--- src/rtl/aclint_device_if.sv ---
`default_nettype none
// ============================================================================
// Module   : aclint_if
// Purpose  : Timer/software interrupt lines and mtime bus from ACLINT to csrunit.
// Revision : 1.0
// ============================================================================
interface aclint_if;
    logic        mtip;
    logic        msip;
    logic [63:0] mtime;

    modport master (output mtip, output msip, output mtime);
    modport slave  (input  mtip, input  msip, input  mtime);
endinterface
`default_nettype wire

--- src/rtl/aclint_device.sv ---
`default_nettype none
// ============================================================================
// Module   : aclint_device
// Purpose  : ACLINT MSIP/MTIMECMP/MTIME block with a one-cycle response bus.
//            Macro ACLINT_MTIME_WRITABLE_EN makes MTIME bus-writable.
// Revision : 1.0
// ============================================================================
module aclint_device #(
    parameter int unsigned TIMEBASE_DIV = 1
) (
    input  logic        clk,
    input  logic        rst,
    input  logic        bus_valid,
    output logic        bus_ready,
    input  logic [15:0] bus_addr,
    input  logic        bus_wen,
    input  logic [63:0] bus_wdata,
    input  logic [7:0]  bus_wmask,
    output logic        bus_rvalid,
    output logic [63:0] bus_rdata,
    aclint_if.master    aclint
);

    localparam logic [15:0] c_PRESC_MAX = 16'(TIMEBASE_DIV - 1);
    localparam logic [12:0] c_ADDR_MSIP = 13'h0000;
    localparam logic [12:0] c_ADDR_CMP  = 13'h0800;
    localparam logic [12:0] c_ADDR_TIME = 13'h17FF;

    typedef enum logic [0:0] {
        ST_IDLE = 1'b0,
        ST_RESP = 1'b1
    } state_t;

    state_t      r_state;
    logic [63:0] r_rdata;
    logic [63:0] r_mtime;
    logic [63:0] r_mtimecmp;
    logic [15:0] r_presc;
    logic        r_msip;

    logic        w_accept;
    logic        w_wr;
    logic        w_sel_msip;
    logic        w_sel_cmp;
    logic        w_sel_time;
    logic        w_tick;
    logic        w_mtime_wr;
    logic [63:0] w_wmask64;
    logic [63:0] w_cmp_merged;
    logic [63:0] w_mtime_next;
    logic [63:0] w_rdata;
    logic        w_unused;

    // Offset bits [2:0] select a byte lane within a 64-bit word and are not decoded.
    assign w_unused   = ^bus_addr[2:0];

    assign w_accept   = bus_valid && (r_state == ST_IDLE);
    assign w_wr       = w_accept && bus_wen;
    assign w_sel_msip = (bus_addr[15:3] == c_ADDR_MSIP);
    assign w_sel_cmp  = (bus_addr[15:3] == c_ADDR_CMP);
    assign w_sel_time = (bus_addr[15:3] == c_ADDR_TIME);
    assign w_tick     = (r_presc == c_PRESC_MAX);

    for (genvar gi = 0; gi < 8; gi++) begin : g_wmask
        assign w_wmask64[8*gi +: 8] = {8{bus_wmask[gi]}};
    end

    assign w_cmp_merged = (r_mtimecmp & ~w_wmask64) | (bus_wdata & w_wmask64);

`ifdef ACLINT_MTIME_WRITABLE_EN
    assign w_mtime_wr   = w_wr && w_sel_time;
    assign w_mtime_next = (r_mtime & ~w_wmask64) | (bus_wdata & w_wmask64);
`else
    assign w_mtime_wr   = 1'b0;
    assign w_mtime_next = r_mtime;
`endif

    always_comb begin
        w_rdata = '0;
        if (!bus_wen) begin
            if (w_sel_msip)
                w_rdata = {63'd0, r_msip};
            else if (w_sel_cmp)
                w_rdata = r_mtimecmp;
            else if (w_sel_time)
                w_rdata = r_mtime;
        end
    end

    always_ff @(posedge clk or posedge rst) begin
        if (rst) begin
            r_state <= ST_IDLE;
            r_rdata <= '0;
        end else begin
            unique case (r_state)
                ST_IDLE: begin
                    if (bus_valid) begin
                        r_state <= ST_RESP;
                        r_rdata <= w_rdata;
                    end
                end
                ST_RESP: r_state <= ST_IDLE;
                default: r_state <= ST_IDLE;
            endcase
        end
    end

    always_ff @(posedge clk or posedge rst) begin
        if (rst) begin
            r_mtimecmp <= '1;
            r_msip     <= 1'b0;
        end else begin
            if (w_wr && w_sel_cmp)
                r_mtimecmp <= w_cmp_merged;
            if (w_wr && w_sel_msip && bus_wmask[0])
                r_msip <= bus_wdata[0];
        end
    end

    // A bus write to MTIME wins over the tick and restarts the timebase phase.
    always_ff @(posedge clk or posedge rst) begin
        if (rst) begin
            r_mtime <= '0;
            r_presc <= '0;
        end else if (w_mtime_wr) begin
            r_mtime <= w_mtime_next;
            r_presc <= '0;
        end else if (w_tick) begin
            r_mtime <= r_mtime + 64'd1;
            r_presc <= '0;
        end else begin
            r_presc <= r_presc + 16'd1;
        end
    end

    assign bus_ready    = (r_state == ST_IDLE);
    assign bus_rvalid   = (r_state == ST_RESP);
    assign bus_rdata    = r_rdata;

    assign aclint.mtip  = (r_mtime >= r_mtimecmp);
    assign aclint.msip  = r_msip;
    assign aclint.mtime = r_mtime;

endmodule
`default_nettype wire

--- src/flat_wrapper.sv ---
// flat-port wrapper written by rule: the top's interface ports become plain ports
module aclint_device_flat 
#(
    parameter int unsigned TIMEBASE_DIV = 1
)
  (clk, rst, bus_valid, bus_ready, bus_addr, bus_wen, bus_wdata, bus_wmask, bus_rvalid, bus_rdata, aclint_mtip, aclint_msip, aclint_mtime);
  aclint_if aclint_i ();
  input  logic clk;
  input  logic rst;
  input  logic bus_valid;
  output logic bus_ready;
  input  logic [15:0] bus_addr;
  input  logic bus_wen;
  input  logic [63:0] bus_wdata;
  input  logic [7:0] bus_wmask;
  output logic bus_rvalid;
  output logic [63:0] bus_rdata;
  output wire logic [$bits(aclint_i.mtip)-1:0] aclint_mtip;
  output wire logic [$bits(aclint_i.msip)-1:0] aclint_msip;
  output wire logic [$bits(aclint_i.mtime)-1:0] aclint_mtime;
  assign aclint_mtip = aclint_i.mtip;
  assign aclint_msip = aclint_i.msip;
  assign aclint_mtime = aclint_i.mtime;
  aclint_device #(.TIMEBASE_DIV(TIMEBASE_DIV)) u_core (.clk(clk), .rst(rst), .bus_valid(bus_valid), .bus_ready(bus_ready), .bus_addr(bus_addr), .bus_wen(bus_wen), .bus_wdata(bus_wdata), .bus_wmask(bus_wmask), .bus_rvalid(bus_rvalid), .bus_rdata(bus_rdata), .aclint(aclint_i));
endmodule
--- config.mk ---
export PLATFORM = sky130hd
export DESIGN_NAME = aclint_device_flat
export DESIGN_NICKNAME = d
export VERILOG_FILES = /design/src/rtl/aclint_device_if.sv /design/src/rtl/aclint_device.sv /design/src/flat_wrapper.sv
export SDC_FILE = /design/constraint.sdc
export NUM_CORES = 1
export LEC_CHECK = 0
export CORE_UTILIZATION = 50
export DETAILED_ROUTE_END_ITERATION = 12
export HOLD_SLACK_MARGIN = 0.02
export MAX_ROUTING_LAYER = met4
export PLACE_DENSITY = 0.84
export SETUP_SLACK_MARGIN = 0.3
export SLEW_MARGIN = 10
export SYNTH_ARGS = -nofsm -noshare
export SYNTH_HDL_FRONTEND = slang
export SYNTH_SLANG_ARGS = --single-unit
export TNS_END_PERCENT = 5
--- constraint.sdc ---
create_clock -name clk -period 7.65 [get_ports clk]
set_input_delay 1.1475 -clock clk [delete_from_list [all_inputs] [get_ports clk]]
set_output_delay 1.1475 -clock clk [all_outputs]
set_load 0.01 [all_outputs]
# Yosys cells after proc, flatten, opt, wreduce, memory -nomap -nowiden
# Cells that the tools add are included.
[totals]
in_bits = 92
mem_count = 0
register_bits = 210
latchBits = 0
mem_bits_rw = 0
romBits = 0
wordCells = 31
[op_classes]
mul = 0
bitwise_logic = 5
eq_ne = 2
div_mod_pow = 0
shifts = 0
n_addsub = 2
n_reduce_logical = 8
magnitude_cmp = 1
muxes = 7
[op_table]
columns = ["op", "count"]
rows = [
  ["$mux 64", 4],
  ["$and 64x64->64", 2],
  ["$add 64x1->64 const B", 1],
  ["$ge 64x64->1", 1],
  ["$not 64->64", 1],
  ["$or 64x64->64", 1],
  ["$add 16x1->16 const B", 1],
  ["$logic_not 16->1", 1],
  ["$mux 16", 1],
  ["$eq 13x12->1 const B", 1],
  ["$eq 13x13->1 const B", 1],
  ["$logic_not 13->1", 1],
  ["$logic_and 1x1->1", 5],
  ["$pmux 1 s2", 1],
  ["$reduce_and 2->1", 1],
  ["$mux 1", 1],
  ["$not 1->1", 1],
]

# Logic depth before layout (Yosys ltp)
[logic_depth]
depth_word = 5
ltp_mapped = 9
mapped_depth_nobuf = 8

# Least setup slack after synthesis
# OpenSTA, ideal clock, no wires.
[synth_path]
path_kind = "register to output"
from = "register (tool-made name)"
to = "output port aclint_mtip"
slack_ns = 4.680
required_ns = 6.503
arrival_time_ns = 1.822
stages_incl_launch_ff = 9
cell_sequence = "dfstp_2 > inv_1 > ha_1 > a21o_1 > a21o_1 > a221oi_1 > a21boi_0 > o31ai_1 > nand3_1"
[synth_lines]
columns = ["element", "line_no", "rtl"]
rows = [
  ["to (decl)", "flat_wrapper.sv:18", "output wire logic [$bits(aclint_i.mtip)-1:0] aclint_mtip;"],
]

==> run_results.csv <==
group,metric,value,unit
layout,postLayoutCoreUtil,0.665,
routing,wl,27800,um
power,clock_power_share,0.486,
timing,setup_viol,0,
global_routing,grt_first_pass_wirelength,45400,um
critical_path,cp-end-kind,"output pin",
floorplan,rows,53,
timing,finClkSkew,0.0117,ns
critical_path,cp_cell_sequence,"inv_1 > ha_1 > nand4_1 > nor3_1 > o2111ai_1 > a31oi_1 > o2111ai_1 > nand3_1 > clkdlybuf4s50_1",
logic_synthesis,synthTopCellsByArea,"dfrtp_1 34%, dfstp_2 16%, ha_1 7.8%, mux2_2 6.2%, xnor2_1 4.6%",
logic_synthesis,syn_area,10700,sq um
logic_synthesis,ys_seq_area_frac,0.497,
cts,root_buffer,"clkbuf_16",
floorplan,core_region_area,21000,sq um
cts,clock_latency,0.51,ns
critical_path,worst-path-max-fanout,3,
cts,cts_hold_buf,0,
critical_path,cp_slowest_stage_delay,0.58,ns
power,p_leak,5.99,nW
flow_run,maxCapViolCount,0,
logic_synthesis,netlist.area_leader.share,0.340,
min_path,hp-start,"u_core.bus_rdata[21]$_DFFE_PP0P_",
logic_synthesis,synth-edff-count,0,
layout,design_area,14000,sq um
floorplan,initial_core_util,0.511,
cts,post_cts_buffers,0,
min_path,hold_path.class,"flop to flop",
power,power,2.34,mW
timing,slew_headroom,0.228,
floorplan,die_x,149,um
logic_synthesis,synth_cell_types,59,
critical_path,cp-start-kind,"flop",
timing,hold_viol,0,
floorplan,die_height,149,um
logic_synthesis,yosysWarningCount,0,
place,place_congestion,0.827,
global_routing,grt_pass1_vias,8840,
timing,rsz0062_at_grt,"no",
floorplan,die_area,22100,sq um
critical_path,crit_buf_inv,2,
place,dp_hpwl,19300,um
logic_synthesis,synth-seq-cells,210,
place,dpl.cell_count,1476,
logic_synthesis,ys.flop_type,"dfrtp_1",
power,worst_ir_drop_vdd,117,uV
timing,worstMarginPinSlew,1.16,ns
power,p_int,1.85,mW
timing,period_share,0.617,
cts,cts_max_level,1,
layout,final_layout_size_suffix_gt1_frac,0.158,
layout,diodes,0,
cts,cts_buffer_depth,3,
critical_path,worst_path_most_repeated_cell,"o2111ai_1",
critical_path,timing_worst_setup_path_type,"flop to output pin",
layout,nets,1385,
routing,drtPass1Iterations,4,
cts,cts_resized,0,
critical_path,rr_startpoint,"u_core.bus_rvalid$_DFF_PP0_",
routing,vias_per_cell,5.62,
logic_synthesis,async_flop_share,1.00,
global_routing,grt_usage,0.266,
global_routing,grt_max_degree,139,
layout,fill_cells,1593,
critical_path,critical-path-top-delay-family,"compound AO/OA/AOI/OAI gates",
critical_path,crit_slowest_cell,"clkdlybuf4s50_1",
logic_synthesis,synthTopCellsByCount,"146 x dfrtp_1, 130 x nand2_1, 80 x o21ai_0",
timing,fin_crit,4.72,ns
logic_synthesis,synth_largest_area_cell,"dfrtp_1",
routing,routedWlPerCell,18.3,um
logic_synthesis,synthCells,1012,
cts,clk_pin_slew,0.06,ns
layout,syn2layout_area_growth,30.1,%
timing,max_freq,212,MHz
status,status,"finished, final reports clean",
logic_synthesis,syn_avg_cell_area,10.6,sq um
cts,tritoncts,"done",
power,p_comb_frac,0.038,
routing,vias,8534,
timing,fin_ws,2.93,ns
cts,numCtsBuffers,23,
critical_path,required,6.50,ns
timing,finalSetupTns,0,ns
timing,maxSlewViolCount,0,
layout,stdcell_count,1518,
global_routing,grt_overflow_total,0,
place,post_dp_cell_area,13200,sq um
power,seqPwrFrac,0.475,
timing,whs,0.479,ns
global_routing,antenna_found_initial,0,
logic_synthesis,synth_nets,1171,
routing,drcViolationCount,0,
power,pwr_density_cell,168,nW/um^2
critical_path,arrival,3.57,ns
power,switching_share,0.212,
power,p_sw,497,uW
logic_synthesis,synth.most_common_cell,"dfrtp_1",
place,numPortBuffers,220,
floorplan,io_pins,224,
cts,clock-sinks,210,
routing,ant_nets,0,
routing,drt_iter0_drc,443,
place,pre_cts_ws,3.28,ns
[placed cells by master, fill, tap and decap left out, types with 3 or more instances in the layout]
| cell type | synthesis | final |
|---|---|---|
| nand2_1 | 130 | 129 |
| a21o_1 | 3 | 3 |
| a21oi_1 | 26 | 26 |
| clkinv_2 | 0 | 4 |
| ha_1 | 67 | 67 |
| a211oi_1 | 3 | 3 |
| dfrtp_1 | 146 | 146 |
| nor4_1 | 10 | 10 |
| and4_1 | 6 | 6 |
| clkdlybuf4s50_1 | 0 | 220 |
| nand2_2 | 7 | 8 |
| inv_1 | 76 | 75 |
| xnor2_1 | 56 | 56 |
| mux2_2 | 59 | 59 |
| nor4_4 | 4 | 5 |
| nor2_1 | 29 | 28 |
| dfstp_2 | 64 | 64 |
| and3_1 | 12 | 12 |
| clkbuf_8 | 0 | 7 |
| nand2b_1 | 3 | 3 |
| clkbuf_1 | 27 | 5 |
| a22oi_1 | 64 | 64 |
| buf_4 | 1 | 4 |
| nand3_1 | 32 | 32 |
| nand4_1 | 27 | 27 |
| clkbuf_16 | 0 | 23 |
| xor2_1 | 21 | 21 |
| and2_1 | 3 | 3 |
| o21ai_0 | 80 | 80 |
| nor3_1 | 10 | 10 |
[power by group through the flow]
| stage | Clock [mW] | Combinational [mW] | Sequential (mW) |
|---|---|---|---|
| finish | 1.14 | 0.0900 | 1.11 |
| CTS | 1.16 | 0.0917 | 1.11 |
| detailed placement | 0 | 0.0912 | 1.13 |
| floorplan | 0 | 0.0283 | 1.13 |
| global placement | 0 | 0.0908 | 1.13 |
| global route | 1.20 | 0.0988 | 1.11 |
[worst register-to-register path, delay by kind of cell (launching register included)]
family | cells | cell delay, ns
and+or+nand+nor | 2 | 1.09
buffers and inverters | 2 | 0.71
AOI/OAI and AO/OA | 1 | 0.33
DFF | 1 | 0.36
[routing by layer]
| layer | GRT usage | vias to the layer above | share of wire |
|---|---|---|---|
| li1 | - | 3982 | - |
| met1 | 0.343 | 4231 | 0.43 |
| met2 | 0.432 | 266 | 0.49 |
| met3 | 0.0390 | 55 | 0.055 |
| met4 | 0.0861 | 0 | 0.029 |
| met5 | - | - | 0 |
[cell families after synthesis]
family | Yosys count | share of synthesized area
compound gates | 187 | 0.106
xor+xnor | 77 | 0.0628
fa+ha+maj | 67 | 0.0781
buf+inv | 111 | 0.0408
flops | 210 | 0.497
mux | 60 | 0.0628
simple gates | 300 | 0.152
[layout make-up]
type	count	area, sq um	share of cell area
clock buffer	35	691	0.0494
sequential	210	5340	0.382
multi-input combinational	691	4990	0.357
tap	275	344	0.0246
inverter	76	293	0.0210
timing repair buffer	224	2230	0.160
clock inverter	7	88.8	0.00636
[worst paths after layout]
path                                                         end  slack, ns  cells past startpoint
worst min register to register  u_core.bus_rdata[21]$_DFFE_PP0P_       0.48                      2
worst min-delay path            u_core.bus_rdata[21]$_DFFE_PP0P_       0.48                      2
worst max-delay path                                 aclint_mtip       2.93                      9
min in group asynchronous        u_core.bus_rdata[7]$_DFFE_PP0P_       1.23                      2
worst max register to register  u_core.bus_rdata[30]$_DFFE_PP0P_       4.98                      5
max in group asynchronous           u_core.r_presc[14]$_DFF_PP0_       4.86                      3
Power figures use the tool's default switching activity.
